$ cat src/rtl/riscv_pkg.sv
// Shared definitions for the RISC-V core front end.
//   XLEN          : architectural register / address width
//   NOP_INSTR     : addi x0,x0,0, presented when no fetched instruction is valid
//   fetch_state_t : fetch sequencer states
package riscv_pkg;

  localparam int XLEN = 32;

  localparam logic [XLEN-1:0] NOP_INSTR = 32'h0000_0013;

  typedef enum logic [1:0] {
    S_REQ   = 2'd0,
    S_WAIT  = 2'd1,
    S_EXEC  = 2'd2,
    S_FAULT = 2'd3
  } fetch_state_t;

endpackage

$ cat src/rtl/next_pc_gen.sv
// Combinational next-PC computation for the fetch stage.
// Ports:
//   pc_i            : address of the current instruction
//   branch_taken_i  : current instruction redirects the PC
//   branch_target_i : redirect address (ALU result)
//   next_pc_o       : PC of the following instruction
//   pc_plus_four_o  : pc_i + 4 (wraps mod 2^32), also used for link write-back
//   misaligned_o    : next_pc_o is not word-aligned
module next_pc_gen
  import riscv_pkg::*;
(
  input  logic [XLEN-1:0] pc_i,
  input  logic            branch_taken_i,
  input  logic [XLEN-1:0] branch_target_i,
  output logic [XLEN-1:0] next_pc_o,
  output logic [XLEN-1:0] pc_plus_four_o,
  output logic            misaligned_o
);

  logic [XLEN-1:0] target_clr;

  // jalr semantics: the redirect target always has bit 0 cleared.
  assign target_clr     = branch_target_i & ~{{(XLEN-1){1'b0}}, 1'b1};
  assign pc_plus_four_o = pc_i + {{(XLEN-3){1'b0}}, 3'd4};
  assign next_pc_o      = branch_taken_i ? target_clr : pc_plus_four_o;
  assign misaligned_o   = |next_pc_o[1:0];

endmodule

$ cat src/rtl/instruction_fetch.sv
// Fetch stage of the single-cycle RISC-V core.
// Owns the PC, requests one word per instruction from instruction memory
// (valid/ready request, valid-only response), presents the captured word to
// decode, and advances the PC when the execute stage retires the instruction.
// A misaligned next PC parks the stage in a terminal fault state.
// Ports:
//   clk, resetn                  : clock, synchronous active-low reset
//   imem_req_valid/ready, imem_addr : fetch request channel
//   imem_rsp_valid, imem_rsp_data   : fetch response channel
//   stall                        : execute not finished, blocks retire
//   branch_taken, branch_target  : redirect, sampled at the retire edge
//   instr_valid, instruction     : decoded instruction (NOP when not valid)
//   pc, pc_plus_four             : address of current instruction and +4
//   fetch_fault                  : sticky misaligned-target flag
//   retired_count                : retired instruction counter (wraps)
module instruction_fetch
  import riscv_pkg::*;
#(
  parameter logic [31:0] RESET_PC  = 32'h0000_0000,
  parameter logic [31:0] NOP_INSTR = riscv_pkg::NOP_INSTR
) (
  input  logic        clk,
  input  logic        resetn,
  output logic        imem_req_valid,
  input  logic        imem_req_ready,
  output logic [31:0] imem_addr,
  input  logic        imem_rsp_valid,
  input  logic [31:0] imem_rsp_data,
  input  logic        stall,
  input  logic        branch_taken,
  input  logic [31:0] branch_target,
  output logic        instr_valid,
  output logic [31:0] instruction,
  output logic [31:0] pc,
  output logic [31:0] pc_plus_four,
  output logic        fetch_fault,
  output logic [31:0] retired_count
);

  fetch_state_t state_q, state_d;
  logic [31:0]  pc_q, pc_d;
  logic [31:0]  instr_q, instr_d;
  logic [31:0]  count_q, count_d;
  logic [31:0]  next_pc;
  logic         misaligned;
  logic         retire;

  next_pc_gen u_next_pc_gen (
    .pc_i            (pc_q),
    .branch_taken_i  (branch_taken),
    .branch_target_i (branch_target),
    .next_pc_o       (next_pc),
    .pc_plus_four_o  (pc_plus_four),
    .misaligned_o    (misaligned)
  );

  assign retire = (state_q == S_EXEC) && !stall;

  // State register
  always_ff @(posedge clk) begin
    if (!resetn) begin
      state_q <= S_REQ;
    end else begin
      state_q <= state_d;
    end
  end

  // Next-state logic
  always_comb begin
    state_d = state_q;
    case (state_q)
      S_REQ:   if (imem_req_ready) state_d = S_WAIT;
      S_WAIT:  if (imem_rsp_valid) state_d = S_EXEC;
      S_EXEC:  if (!stall)         state_d = misaligned ? S_FAULT : S_REQ;
      S_FAULT: state_d = S_FAULT;
      default: state_d = S_REQ;
    endcase
  end

  // Datapath next values
  always_comb begin
    pc_d    = pc_q;
    instr_d = instr_q;
    count_d = count_q;
    if ((state_q == S_WAIT) && imem_rsp_valid) begin
      instr_d = imem_rsp_data;
    end
    // A faulting retire still counts, but the PC stays on the offending
    // instruction so software can see where the bad redirect came from.
    if (retire) begin
      count_d = count_q + 32'd1;
      if (!misaligned) begin
        pc_d = next_pc;
      end
    end
  end

  always_ff @(posedge clk) begin
    if (!resetn) begin
      pc_q    <= RESET_PC;
      instr_q <= NOP_INSTR;
      count_q <= 32'd0;
    end else begin
      pc_q    <= pc_d;
      instr_q <= instr_d;
      count_q <= count_d;
    end
  end

  // Outputs decoded from state only; resetn gates them so the reset cycle
  // itself never shows a request or a valid instruction.
  always_comb begin
    imem_req_valid = resetn && (state_q == S_REQ);
    instr_valid    = resetn && (state_q == S_EXEC);
    fetch_fault    = resetn && (state_q == S_FAULT);
    instruction    = instr_valid ? instr_q : NOP_INSTR;
  end

  assign imem_addr     = pc_q;
  assign pc            = pc_q;
  assign retired_count = count_q;

endmodule

$ cat config.mk
export PLATFORM = sky130hd
export DESIGN_NAME = instruction_fetch
export DESIGN_NICKNAME = d
export VERILOG_FILES = /design/src/rtl/riscv_pkg.sv /design/src/rtl/next_pc_gen.sv /design/src/rtl/instruction_fetch.sv
export SDC_FILE = /design/constraint.sdc
export NUM_CORES = 1
export LEC_CHECK = 0
export ABC_AREA = 1
export BUFFER_PORTS_ARGS = -buffer_cell sky130_fd_sc_hd__buf_4
export CAP_MARGIN = 30
export CORE_AREA = 3 3 129 131
export DETAILED_ROUTE_END_ITERATION = 6
export DIE_AREA = 0 0 132 134
export PLACE_DENSITY = 0.63
export SLEW_MARGIN = 20
export SYNTH_ARGS = -nofsm -noshare
export SYNTH_HDL_FRONTEND = slang
export SYNTH_SLANG_ARGS = --single-unit
$ cat constraint.sdc
create_clock -name clk -period 1.34 [get_ports clk]
set_input_delay 0.134 -clock clk [delete_from_list [all_inputs] [get_ports clk]]
set_output_delay 0.134 -clock clk [all_outputs]
set_load 0.005 [all_outputs]
[Yosys cells after proc, flatten, opt, wreduce, memory -nomap -nowiden]
Index checks and enable logic that the tools add are counted.
Storage, ports and cells
  input port bits: 70
  word-level logic and storage cells: 30
  flip-flop bits (word level): 98
Cells by class
  add/sub/neg operators: 2
  muxes and demuxes: 7
  reduce and logical (&&, ||, !) cells: 10
  bitwise logic cells: 1
  equality and inequality tests: 6
Operators with widths (count)
  $mux W32: 2
  $add A32 B1 Y32 const B: 1
  $add A32 B3 Y32 const B: 1
  $mux W2: 4
  $pmux W2 S4: 1
  $ne A2 B2 Y1 const B: 3
  $logic_and A1 B1 Y1: 5
  $eq A2 B2 Y1 const B: 2
  $reduce_and A3 Y1: 1
  $eq A2 B1 Y1 const B: 1
  $logic_not A2 Y1: 1
  $reduce_and A2 Y1: 1
  $reduce_or A2 Y1: 1
  $logic_not A1 Y1: 1
  $not A1 Y1: 1

[Logic depth before layout (Yosys ltp)]
  depth after elaboration: 6
  mapped depth: 10
  mapped depth without buffers: 10

[Cells and area by module]
Synthesis repeated with hierarchy kept, for this count alone.
Second synthesis, totals
  cell total of the unflattened synthesis: 937
  area, all modules: 6027.0 sq um
Modules (own cells, without submodules)
  instruction_fetch: sequential area each 1961.9 sq um, times used 1, area each 4633.2 sq um, cells an instance 661
  next_pc_gen: sequential area each 0.0 sq um, times used 1, area each 1393.8 sq um, cells an instance 276

[Worst setup path after synthesis]
No wires, ideal clock.
  path kind: register to register
  start point: register pc_q[3] (netlist: imem_addr[3])
  end point: register pc_q[18] (netlist: imem_addr[18])
  arrival: 1.421 ns
  path buffers: 0
  required time: 1.270 ns
  path slack: -0.150 ns
  cell stages (with the launch flop): 9
  library setup time: 0.070 ns
  cell sequence: dfxtp_1 > ha_1 > nand2_1 > nor2_4 > nand2_4 > nor2_4 > xor2_2 > nand2_1 > a21oi_1
Between the ends
  cells in the longest elaborated chain, start to end: 2
Ends and longest elaborated chain
  start, declared: RTL line instruction_fetch.sv:41  | logic [31:0] pc_q, pc_d;
  start signal, assigned: RTL line instruction_fetch.sv:104  | pc_q <= pc_d;
  $add A32 B3 Y32: RTL line next_pc_gen.sv:24  | assign pc_plus_four_o = pc_i + {{(XLEN-3){1'b0}}, 3'd4};
  net pc_plus_four[18]: RTL line instruction_fetch.sv:35  | output logic [31:0] pc_plus_four,
  $mux W32: RTL line next_pc_gen.sv:25  | assign next_pc_o = branch_taken_i ? target_clr : pc_plus_four_o;
The timed path passes the listed nets, and every way through them passes these cells.
A chain may end at the register's enable or synchronous reset.

[Worst setup path after layout]
  start point: register pc_q[3] (netlist: imem_addr[3])
  end point: output port pc_plus_four[28]
Between the ends
  cells in the longest elaborated chain, start to end: 1
Ends and longest elaborated chain (RTL line)
  $add A32 B3 Y32: next_pc_gen.sv:24
  end, declared: instruction_fetch.sv:35
Every way passes these cells.

==> flow_summary.toml <==
[worst_setup_path]
worst_setup_path_end_kind = "output pin"
ff2ff_path_depth = 10
r2r_end = "imem_addr[28]"
arrival_ns = 1.79
cp_slowest_cell = "dfxtp_4"
crit_path_start_kind = "register"
required_ns = 1.21
cp_max_fo = 5
worst_path_largest_cell_delay_ns = 0.37
path_cells = "ha_4 -> nand2_4 -> nor2_4 -> nand2_4 -> nor2_4 -> nand2_1 -> nand2_1 -> and2_1 -> buf_4"
worstSetupPathType = "reg -> out"
r2r-start = "imem_addr[3]"
ff2ff_setup_slack_ns = -0.28

[power]
p_per_area_nw_per_um2 = 773
p_int_mw = 5.96
switching_share = 0.301
clkPwrFrac = 0.354
pwr-share-comb = 0.268
power.leakage_nw = 4.73
p_switching_mw = 2.56
ir_drop_mv = 0.616
power.share.sequential = 0.377

[synth]
postSynthNetCount = 951
seq_area_frac_synth = 0.341
syn_area_um2 = 5750
synth_cell_types = 35
synth_largest_area_cell = "dfxtp_1"
postSynthAreaPerCell_um2 = 6.54
synth_area_leaders = "dfxtp_1 (34%), nand2_1 (13%), a21oi_1 (8.9%)"
ys_ff_latch = 98
synth_warnings = 0
synthCells = 879
synth_top_cell_area_share = 0.341

[layout]
final_cell_mix = "buf_4 (316), nand2_1 (149), inv_1 (83)"
nets = 1311
fin_util = 0.702
syn_to_final_growth_pct = 91.7
drive_above_1_share = 0.614
final_common_cell = "buf_4"
diodes = 0

[timing]
timing.final.crit_share = 1.44
fmax_mhz = 519
fin_skew_ns = 0.0124
slew_viol_final = 0
hold_viol = 0
rsz0062_at_grt = "true"
layout_setup_ws_ns = -0.586
finalSetupViolCount = 132
finalCriticalPeriod_ns = 1.93
worst_pin_slew_ns = 0.519
slew_headroom = 0.654

[die]
initial_core_util = 0.366
fp.dieH_um = 134
rows = 46
die_area_um2 = 17700
dieWidth_um = 132
num_io_pins = 233
coreArea_um2 = 15700

[routing]
vias = 7237
drc = 0
via_per_inst = 4.96
totalWireLength_um = 24800
drt_first_pass_iters = 5
wl_per_cell_um = 17.0
first_iter_violations = 393
ant_nets = 0

[run_status]
outcome = "finished, violations left"
violations = "setup timing"

[global_routing]
grt_antenna_before_repair = 0
grt_pass1_wl_um = 35400
gr-total-overflow = 0
grt_usage = 0.245
grt_pass1_vias = 6908
grt_max_degree = 78

[clocking]
cts_sinks = 98
cts_tree = "yes"
clkTransAtPathRegs_ns = 0.08
htreeDepth = 3
cts_buffers = 9
clk-insertion-delay-late_ns = 0.36
clockBufferDepth = 2
clock-root-buffer = "clkbuf_16"

[placement]
pre_cts_slack_ns = -0.185
hpwlAfterDp_um = 15200
gp_congestion = 0.889
port_buffers = 231

[worst_hold_path]
hold-path-endpoint = "instr_q[12]"
min_path_cells = 3
hp-class = "in -> reg"
min-delay-start = "imem_rsp_data[12]"

[job]
maxCapViolCount = 0
## state kept, by name, summed over array words and instances, names as in the netlist
name,cells
imem_addr,32
instr_q,32
retired_count,32
state_q,2
## kinds of logic (layout without fill, tap and decap cells)
| group | after synthesis | after routing | synth area share |
|---|---|---|---|
| adder cells (fa/ha/maj) | 2 | 2 | 0.00435 |
| AND/OR/NAND/NOR | 417 | 417 | 0.321 |
| AO/OA/AOI/OAI | 183 | 183 | 0.161 |
| flip-flops | 98 | 98 | 0.341 |
| XOR/XNOR | 19 | 19 | 0.0368 |
| buffers and inverters | 160 | 525 | 0.136 |
## cell usage after synthesis, drive strengths merged
cell type  number
nand2         202
nor2          141
a21oi         102
dfxtp          98
inv            94
o21ai          75
buf            41
nand3          36
clkbuf         25
xor2           15
nand4          12
nor3           11
and2            5
nand3b          5
xnor2           4
a31oi           3
or2             3
ha              2
nor3b           2
o21bai          2
o31ai           1
## power by group through the flow
stage          registers, mW  logic, mW  clock network, mW
3_3_place_gp            3.27       1.39                  0
3_5_place_dp            3.27       1.40                  0
4_1_cts                 3.21       1.86               3.05
6_report                3.22       2.29               3.02
2_1_floorplan           3.30      0.656                  0
5_1_grt                 3.24       2.45               3.14
## stage by stage
stage / TNS (ns) / power [mW] / hold slack [ns] / area [µm²] / std cells
floorplan: -0.499 / 3.96 / 0.260 / 5830 / 879
global placement: -5.36 / 4.65 / 0.346 / 8460 / 1391
detailed placement: -7.18 / 4.68 / 0.349 / 8460 / 1391
CTS: -27.14 / 8.12 / 0.0307 / 10100 / 1449
global route: -40.96 / 8.82 / 0.0396 / 11000 / 1460
finish: -31.26 / 8.53 / 0.0313 / 11000 / 1460
## metal layers
metal | vias to the layer above | share of wire | track usage
met2 | 261 | 0.52 | 0.435
met4 | 0 | 0.024 | 0.0788
met3 | 44 | 0.056 | 0.0398
met5 | - | 0 | 0
met1 | 3426 | 0.40 | 0.305
li1 | 3506 | - | -
## layout make-up
cell class | count | area, µm²
fillers | 1220 | 4690
multi-input cells | 621 | 4300
repair buffers | 415 | 3680
flip-flops and latches | 98 | 2050
inverters | 94 | 375
clock buffers | 12 | 289
well taps | 216 | 270
clock inverters | 4 | 56.3
## repair_timing
item,4_1_cts,5_1_grt
buffers inserted,35,24
endpoints found under the hold margin,3,0
pin swaps,53,79
hold buffers,3,0
gates resized for setup,261,288
gates cloned,7,6
endpoints found under the setup margin,120,159
## worst max-delay path: cells and delay by family, from the launching register on
family / cells / cell delay [ns]
AND/OR/NAND/NOR: 7 / 0.81
flip-flops: 1 / 0.37
adder cells (fa/ha/maj): 1 / 0.14
buffers and inverters: 1 / 0.11
## worst max-delay path by stage
stage	startpoint	to	slack (ns)
after floorplan	imem_addr[2]	imem_addr[20]	-0.07
after global placement	imem_addr[2]	pc_plus_four[28]	-0.16
after detailed placement	imem_addr[2]	pc_plus_four[22]	-0.19
after CTS	imem_addr[3]	pc_plus_four[26]	-0.54
after global routing	imem_addr[3]	pc_plus_four[28]	-0.68
final	imem_addr[3]	pc_plus_four[28]	-0.59
Power figures use the tool's default switching activity.
